$ cat config.mk
export PLATFORM = sky130hd
export DESIGN_NAME = grid_serial_bridge_flat
export DESIGN_NICKNAME = d
export VERILOG_FILES = /design/src/rtl/grid_serial_bridge_if.sv /design/src/rtl/grid_serial_bridge.sv /design/src/flat_wrapper.sv
export SDC_FILE = /design/constraint.sdc
export NUM_CORES = 1
export LEC_CHECK = 0
export CORE_UTILIZATION = 40
export DETAILED_ROUTE_END_ITERATION = 10
export PLACE_DENSITY = 0.68
export SYNTH_ARGS = -nofsm -noshare
export SYNTH_HDL_FRONTEND = slang
export SYNTH_SLANG_ARGS = --single-unit
export TNS_END_PERCENT = 100
$ cat constraint.sdc
create_clock -name clk -period 5.1 [get_ports clk]
set_input_delay 1.02 -clock clk [delete_from_list [all_inputs] [get_ports clk]]
set_output_delay 1.02 -clock clk [all_outputs]
set_load 0.005 [all_outputs]
$ cat src/rtl/grid_serial_bridge_if.sv
// Word-wide memory port shared by the bridge and its memory.
// Ports: address/write_data/write_enable out of client, read_data in.
interface memory_bus #(
  parameter int ADDR_WIDTH = 16,
  parameter int DATA_WIDTH = 32
);
  logic [ADDR_WIDTH-1:0] address;
  logic [DATA_WIDTH-1:0] write_data;
  logic [DATA_WIDTH-1:0] read_data;
  logic                  write_enable;

  modport client (
    output address,
    output write_data,
    output write_enable,
    input  read_data
  );

  modport memory (
    input  address,
    input  write_data,
    input  write_enable,
    output read_data
  );
endinterface

$ cat src/rtl/grid_serial_bridge.sv
// Byte-stream <-> word-memory bridge: LOAD packs rx bytes into words,
// DUMP streams words out LSB first.
// Ports: clk, rst, start/mode/base_addr/word_count command, busy/done,
// rx_* inbound bytes, tx_* outbound bytes, mem client memory port.
module grid_serial_bridge #(
  parameter int ADDR_WIDTH = 16,
  parameter int DATA_WIDTH = 32
) (
  input  logic                  clk,
  input  logic                  rst,
  input  logic                  start,
  input  logic                  mode,
  input  logic [ADDR_WIDTH-1:0] base_addr,
  input  logic [ADDR_WIDTH-1:0] word_count,
  output logic                  busy,
  output logic                  done,
  input  logic [7:0]            rx_data,
  input  logic                  rx_valid,
  output logic                  rx_ready,
  output logic [7:0]            tx_data,
  output logic                  tx_valid,
  input  logic                  tx_ready,
  memory_bus.client             mem
);

  localparam int BYTES = DATA_WIDTH / 8;
  localparam int KW = (BYTES > 1) ? $clog2(BYTES) : 1;
  localparam logic [KW-1:0] KLAST = KW'(BYTES - 1);

  typedef enum logic [2:0] {
    IDLE,
    LOAD_BYTES,
    LOAD_WRITE,
    DUMP_ADDR,
    DUMP_WAIT,
    DUMP_BYTES,
    DONE
  } state_t;

  state_t state;
  state_t state_n;

  logic [ADDR_WIDTH-1:0] base;
  logic [ADDR_WIDTH-1:0] count;
  logic [ADDR_WIDTH-1:0] idx;
  logic [KW-1:0]         k;
  // Assembly register in LOAD, shift register in DUMP.
  logic [DATA_WIDTH-1:0] word;

  logic [ADDR_WIDTH-1:0] addr_cur;
  logic                  last_word;
  logic                  last_byte;

  assign addr_cur  = base + idx;
  assign last_word = (idx + ADDR_WIDTH'(1)) == count;
  assign last_byte = (k == KLAST);

  always_ff @(posedge clk) begin
    if (rst) state <= IDLE;
    else     state <= state_n;
  end

  always_comb begin
    state_n          = state;
    busy             = 1'b1;
    done             = 1'b0;
    rx_ready         = 1'b0;
    tx_valid         = 1'b0;
    tx_data          = 8'h00;
    mem.write_enable = 1'b0;
    mem.address      = addr_cur;
    mem.write_data   = word;
    unique case (state)
      IDLE: begin
        busy           = 1'b0;
        mem.address    = '0;
        mem.write_data = '0;
        if (start) begin
          if (word_count == '0) state_n = DONE;
          else if (mode)        state_n = DUMP_ADDR;
          else                  state_n = LOAD_BYTES;
        end
      end
      LOAD_BYTES: begin
        rx_ready = 1'b1;
        if (rx_valid && last_byte) state_n = LOAD_WRITE;
      end
      LOAD_WRITE: begin
        // A reset landing on this cycle must not commit the word.
        mem.write_enable = !rst;
        state_n = last_word ? DONE : LOAD_BYTES;
      end
      DUMP_ADDR: state_n = DUMP_WAIT;
      DUMP_WAIT: state_n = DUMP_BYTES;
      DUMP_BYTES: begin
        tx_valid = 1'b1;
        tx_data  = word[7:0];
        if (tx_ready && last_byte)
          state_n = last_word ? DONE : DUMP_ADDR;
      end
      DONE: begin
        done    = 1'b1;
        state_n = IDLE;
      end
      default: state_n = IDLE;
    endcase
  end

  always_ff @(posedge clk) begin
    if (rst) begin
      base  <= '0;
      count <= '0;
      idx   <= '0;
      k     <= '0;
      word  <= '0;
    end else begin
      unique case (state)
        IDLE: begin
          if (start) begin
            base  <= base_addr;
            count <= word_count;
            idx   <= '0;
            k     <= '0;
            word  <= '0;
          end
        end
        LOAD_BYTES: begin
          if (rx_valid) begin
            for (int b = 0; b < BYTES; b++)
              if (k == KW'(b)) word[b*8 +: 8] <= rx_data;
            k <= last_byte ? '0 : k + KW'(1);
          end
        end
        LOAD_WRITE: idx <= idx + ADDR_WIDTH'(1);
        DUMP_WAIT: begin
          word <= mem.read_data;
          k    <= '0;
        end
        DUMP_BYTES: begin
          if (tx_ready) begin
            word <= word >> 8;
            if (last_byte) begin
              k   <= '0;
              idx <= idx + ADDR_WIDTH'(1);
            end else begin
              k <= k + KW'(1);
            end
          end
        end
        default: ;
      endcase
    end
  end

endmodule
$ cat src/flat_wrapper.sv
// flat-port wrapper written by rule: the top's interface ports become plain ports
module grid_serial_bridge_flat 
#(
  parameter int ADDR_WIDTH = 16,
  parameter int DATA_WIDTH = 32
)
  (clk, rst, start, mode, base_addr, word_count, busy, done, rx_data, rx_valid, rx_ready, tx_data, tx_valid, tx_ready, mem_address, mem_write_data, mem_write_enable, mem_read_data);
  memory_bus #(.ADDR_WIDTH(ADDR_WIDTH), .DATA_WIDTH(DATA_WIDTH)) mem_i ();
  input  logic clk;
  input  logic rst;
  input  logic start;
  input  logic mode;
  input  logic [ADDR_WIDTH-1:0] base_addr;
  input  logic [ADDR_WIDTH-1:0] word_count;
  output logic busy;
  output logic done;
  input  logic [7:0] rx_data;
  input  logic rx_valid;
  output logic rx_ready;
  output logic [7:0] tx_data;
  output logic tx_valid;
  input  logic tx_ready;
  output wire logic [$bits(mem_i.address)-1:0] mem_address;
  output wire logic [$bits(mem_i.write_data)-1:0] mem_write_data;
  output wire logic [$bits(mem_i.write_enable)-1:0] mem_write_enable;
  input wire logic [$bits(mem_i.read_data)-1:0] mem_read_data;
  assign mem_address = mem_i.address;
  assign mem_write_data = mem_i.write_data;
  assign mem_write_enable = mem_i.write_enable;
  assign mem_i.read_data = mem_read_data;
  grid_serial_bridge #(.ADDR_WIDTH(ADDR_WIDTH), .DATA_WIDTH(DATA_WIDTH)) u_core (.clk(clk), .rst(rst), .start(start), .mode(mode), .base_addr(base_addr), .word_count(word_count), .busy(busy), .done(done), .rx_data(rx_data), .rx_valid(rx_valid), .rx_ready(rx_ready), .tx_data(tx_data), .tx_valid(tx_valid), .tx_ready(tx_ready), .mem(mem_i));
endmodule
# ---- Word level (Yosys, flattened, before mapping)
# Index checks and enable logic that the tools add are counted.
dict set report op_classes {
  add_sub_neg 3
  div_mod_pow 0
  n_eq_ne 20
  shifts 0
  reduce_logical 16
  n_mux 33
  multipliers 0
  n_lt_le_gt_ge 0
  n_bitwise 0
}
# cell count
set ops {}
lappend ops {{32-bit two-way mux} 4}
lappend ops {{32-bit case mux with 4 select lines} 1}
lappend ops {{16-bit two-way mux} 4}
lappend ops {{16-bit case mux with 3 select lines} 1}
lappend ops {{8-bit two-way mux} 5}
lappend ops {{5-bit AND reduction} 4}
lappend ops {{3-bit two-way mux} 6}
lappend ops {{3-bit case mux with 6 select lines} 1}
lappend ops {{16-bit by 1-bit adder with 16-bit output, second input constant} 1}
lappend ops {{16-bit adder} 1}
lappend ops {{16-bit equality test} 1}
lappend ops {{16-bit zero test} 1}
lappend ops {{2-bit by 1-bit != test with 1-bit output, second input constant} 7}
lappend ops {{2-bit two-way mux} 5}
lappend ops {{3-bit equality test, second input constant} 3}
lappend ops {{2-bit case mux with 4 select lines} 1}
lappend ops {{4-bit AND reduction} 2}
lappend ops {{3-bit by 2-bit equality test with 1-bit output, second input constant} 2}
lappend ops {{2-bit != test, second input constant} 3}
lappend ops {{1-bit two-way mux} 5}
lappend ops {{2-bit equality test, second input constant} 2}
lappend ops {{4-bit nonzero test} 1}
lappend ops {{3-bit by 1-bit equality test with 1-bit output, second input constant} 1}
lappend ops {{3-bit zero test} 1}
lappend ops {{other kinds (8)} 9}
dict set report word_totals {
  ramBits 0
  latch_bits 0
  ff_bits 85
  n_memories 0
  in_bits 78
  out_inout_bits 61
  mem_bits_ro 0
}

# ---- Logic depth before layout (Yosys ltp)
dict set report logic_depth {
  word_depth 5
  ltp_mapped 9
  mapped_depth_nobuf 9
}

# ---- Worst setup path after synthesis
# Ideal clock, no wire load.
dict set report synth_path {
  kind {register to output}
  startpoint {reg u_core.idx[1]}
  endpoint {out mem_address[14]}
  t_arrival_ps 1890
  t_required_ps 4080
  n_path_buf 0
  path_slack_ps 2190
  path_stages_with_launch 9
  path_cell_list {dfxtp_1 > inv_1 > fa_1 > nor2b_1 > o2111ai_1 > a21oi_1 > o32a_1 > a211oi_1 > nor3_1}
}
dict set report synth_between {
  elab_chain_len 2
}
# item line_no
set synth_rtl {}
lappend synth_rtl {{from (decl)} grid_serial_bridge.sv:45} ;# logic [ADDR_WIDTH-1:0] idx;
lappend synth_rtl {{from (signal assigned)} grid_serial_bridge.sv:134} ;# LOAD_WRITE: idx <= idx + ADDR_WIDTH'(1);
lappend synth_rtl {{from (signal assigned)} grid_serial_bridge.sv:144} ;# idx <= idx + ADDR_WIDTH'(1);
lappend synth_rtl {{16-bit adder} grid_serial_bridge.sv:54} ;# assign addr_cur = base + idx;
lappend synth_rtl {{16-bit two-way mux} grid_serial_bridge.sv:73} ;# unique case (state)
lappend synth_rtl {{to (decl)} flat_wrapper.sv:23} ;# output wire logic [$bits(mem_i.address)-1:0] mem_address;
# No other way between the ends.

# ---- Worst setup path after layout
dict set report layout_path {
  startpoint {reg u_core.idx[0]}
  endpoint {out mem_address[14]}
}
# Same word-level chain as after synthesis.

==> impl_metrics.csv <==
group,metric,value,unit
cells_and_area,final_nets,950,
timing,grt_setup_unrepaired,"no",
clock_tree,post-cts-setup-buffers,0,
clock_tree,ctsHoldBuffers,0,
setup_path,critical_path_class,"register to output pin",
job,drv_cap,0,
global_route,grt_pass1_vias,5316,
die,rows,42,
setup_path,reg2reg_depth,7,
setup_path,cp_slowest_cell,"clkdlybuf4s50_1",
global_route,antenna_found_initial,0,
drt,drc,0,
setup_path,endpoint,"mem_address[14]",
power,power_density,376.2,mW/mm^2
cells_and_area,fillers,1295,
drt,dr_wl_met2,7.739,mm
timing,final.min_clock_period,4253,ps
drt,drt-total-wl,16.39,mm
logic_synthesis,netlist_area,0.005610,sq mm
die,core,0.01345,sq mm
cells_and_area,stdcell_area,0.007332,sq mm
timing,worst_pin_slew,1099,ps
setup_path,rr_startpoint,"u_core.idx[0]$_SDFFE_PP0P_",
setup_path,critPathLaunch,"u_core.idx[0]$_SDFFE_PP0P_",
cells_and_area,final_common_cell,"clkdlybuf4s50_1",
clock_tree,clk_pin_slew,60,ps
die,start_util,41.70,%
timing,period_share,83.38,%
global_route,grt_max_degree,86,
placement,dpl_cell_area,0.007064,sq mm
logic_synthesis,synth_nets,843,
timing,holdWs,460.6,ps
timing,slew_viol_final,0,
timing,max_freq,235.2,MHz
setup_path,r2r_slack,2330,ps
drt,vias,5546,
drt,wl_per_cell,15.88,um
run_status,run_status,"finished clean",
timing,finClkSkew,8.334,ps
drt,drtAntennaViolNets,0,
cells_and_area,final_util,54.50,%
logic_synthesis,avgSynthCellArea,7.541,sq um
setup_path,worst_setup_path_start_kind,"register",
logic_synthesis,yosysWarnings,0,
global_route,overflow,0,
timing,slew_headroom,26.53,%
setup_path,crit_path_max_incr_delay,540,ps
global_route,track_usage,22.92,%
drt,drt_iter0_drc,350,
logic_synthesis,synth-edff-count,0,
die,die_h,120.4,um
setup_path,cp_max_fo,10,
cells_and_area,layout_common_cells,"clkdlybuf4s50_1 (137), nand2_1 (122), a21oi_1 (89)",
die,dieArea,0.01450,sq mm
placement,globalplace.congestion,0.8712,
hold_path,hold_path_class,"register to register",
clock_tree,htreeDepth,3,
drt,wl_met1,7.264,mm
clock_tree,clock-sinks,85,
timing,finalSetupViolations,0,
timing,fin_setup_tns,0,ps
logic_synthesis,synth_seq_cells,85,
cells_and_area,layout-drive-gt1-share,7.243,%
placement,portBuffers,138,
power,ir_worst_vdd,0.1794,mV
logic_synthesis,ys.flop_type,"dfxtp_1",
global_route,grt_pass1_wl,26.25,mm
setup_path,crit_chain,"ha_1, inv_1, fa_1, nor2b_1, o2111ai_1, a21oi_1, o32a_1, a211oi_1, nor3_1, clkdlybuf4s50_1",
timing,finalHoldViolCount,0,
clock_tree,cts_buffers,9,
placement,dp_hpwl,12.02,mm
cells_and_area,syn2layout_area_growth,30.69,%
clock_tree,cts_tree,"yes",
setup_path,cp.arrival,3230,ps
clock_tree,clockBufferDepth,2,
clock_tree,cts_root_buffer,"clkbuf_16",
drt,firstDrtPassIters,5,
logic_synthesis,syn_inst,744,
logic_synthesis,ys_types,59,
logic_synthesis,synth_seq_area_share,30.33,%
logic_synthesis,ys_async_sr_fraction,0,%
setup_path,r2r_end,"u_core.state[0]$_SDFFE_PP0P_",
die,ios,139,
clock_tree,ctsResizeCount,0,
drt,routed.top_layer,"met4",
cells_and_area,antenna_cells,0,
drt,vias_per_cell,5.374,
die,fp.dieW,120.4,um
setup_path,cp.required,4080,ps
drt,wl_met3,1.066,mm
setup_path,end_kind,"output pin",
power,cellLeakagePower,2.719,nW
clock_tree,clock_latency,340,ps
## sequential cells by signal, indices dropped and copies added, names as in the netlist
register,cells
u_core.word,32
u_core.idx,16
u_core.k,2
u_core.base,16
u_core.count,16
u_core.state,3
## logic make-up after synthesis
kind of cell / Yosys count / share of synthesized area (%)
AO/OA/AOI/OAI: 160 / 16.82
XOR/XNOR: 30 / 4.683
adder cells (fa/ha/maj): 21 / 4.817
buffers and inverters: 67 / 4.839
flip-flops: 85 / 30.33
multiplexers: 59 / 11.11
AND/OR/NAND/NOR: 322 / 27.41
## stage by stage
stage               power [W]  setup WS (ps)  cells
finish               0.002758          847.4   1032
global route         0.002939          572.0   1032
CTS                  0.002772          862.4   1032
detailed placement   0.002159           1255   1016
global placement     0.002137           1314   1016
floorplan            0.001736           2190    744
## area by class of cell
type                            count  area (sq um)  area share [%]
Multi-Input combinational cell    592          3642           49.68
Clock inverter                      6         38.79          0.5290
Timing Repair Buffer              146          1436           19.59
Tap cell                          176         220.2           3.003
Inverter                           17         63.81          0.8703
Clock buffer                       10         229.0           3.123
Sequential cell                    85          1702           23.21
## worst max-delay path, delay by kind of cell, from the launching register on
kind                       cells  cell delay (ps)
AOI/OAI and AO/OA              4              770
DFF                            1              510
buffers and inverters          2              600
and+or+nand+nor                2              410
adders and majority gates      2              610
## synth_stat cells (5+ instances only)
master / n / share of area, %
nand2_1: 122 / 8.2
a21oi_1: 89 / 7.9
nor2_1: 77 / 5.2
nor3b_1: 5 / 0.67
xnor2_1: 19 / 3.0
nor2b_1: 41 / 4.6
a21o_1: 5 / 0.67
and2_1: 10 / 1.1
a31oi_1: 5 / 0.56
xor2_1: 11 / 1.7
nand3_1: 10 / 0.89
nor3_1: 14 / 1.2
nand2b_1: 6 / 0.67
o21ai_0: 24 / 2.1
inv_1: 17 / 1.1
clkbuf_1: 38 / 2.5
ha_1: 20 / 4.5
mux2_2: 26 / 5.2
buf_2: 5 / 0.45
a211oi_1: 5 / 0.67
nor4_1: 13 / 1.4
o21a_1: 7 / 0.94
mux2i_1: 33 / 5.9
dfxtp_1: 85 / 30
## worst min-delay path by stage
stage	end	slack (ps)	from	cells after the start
CTS	u_core.base[5]$_SDFFE_PP0P_	460	u_core.base[5]$_SDFFE_PP0P_	2
global placement	u_core.base[0]$_SDFFE_PP0P_	450	u_core.base[0]$_SDFFE_PP0P_	2
floorplan	u_core.base[0]$_SDFFE_PP0P_	440	u_core.base[0]$_SDFFE_PP0P_	2
global route	u_core.base[14]$_SDFFE_PP0P_	480	u_core.base[14]$_SDFFE_PP0P_	2
finish	u_core.base[5]$_SDFFE_PP0P_	460	u_core.base[5]$_SDFFE_PP0P_	2
detailed placement	u_core.base[8]$_SDFFE_PP0P_	450	u_core.base[8]$_SDFFE_PP0P_	2
## power by group
part | switching, W | leakage [nW] | internal [W] | total (W)
clock network | 0.000280 | 0.129 | 0.000329 | 0.000609
registers | 0.0000912 | 0.691 | 0.000772 | 0.000863
logic | 0.000709 | 1.90 | 0.000576 | 0.00129
## metal layers
| layer | track usage [%] | vias to the layer above |
|---|---|---|
| li1 | - | 2777 |
| met1 | 28.26 | 2527 |
| met2 | 39.69 | 217 |
| met3 | 4.151 | 25 |
| met4 | 8.333 | 0 |
| met5 | 0 | - |
Power figures use the tool's default switching activity.
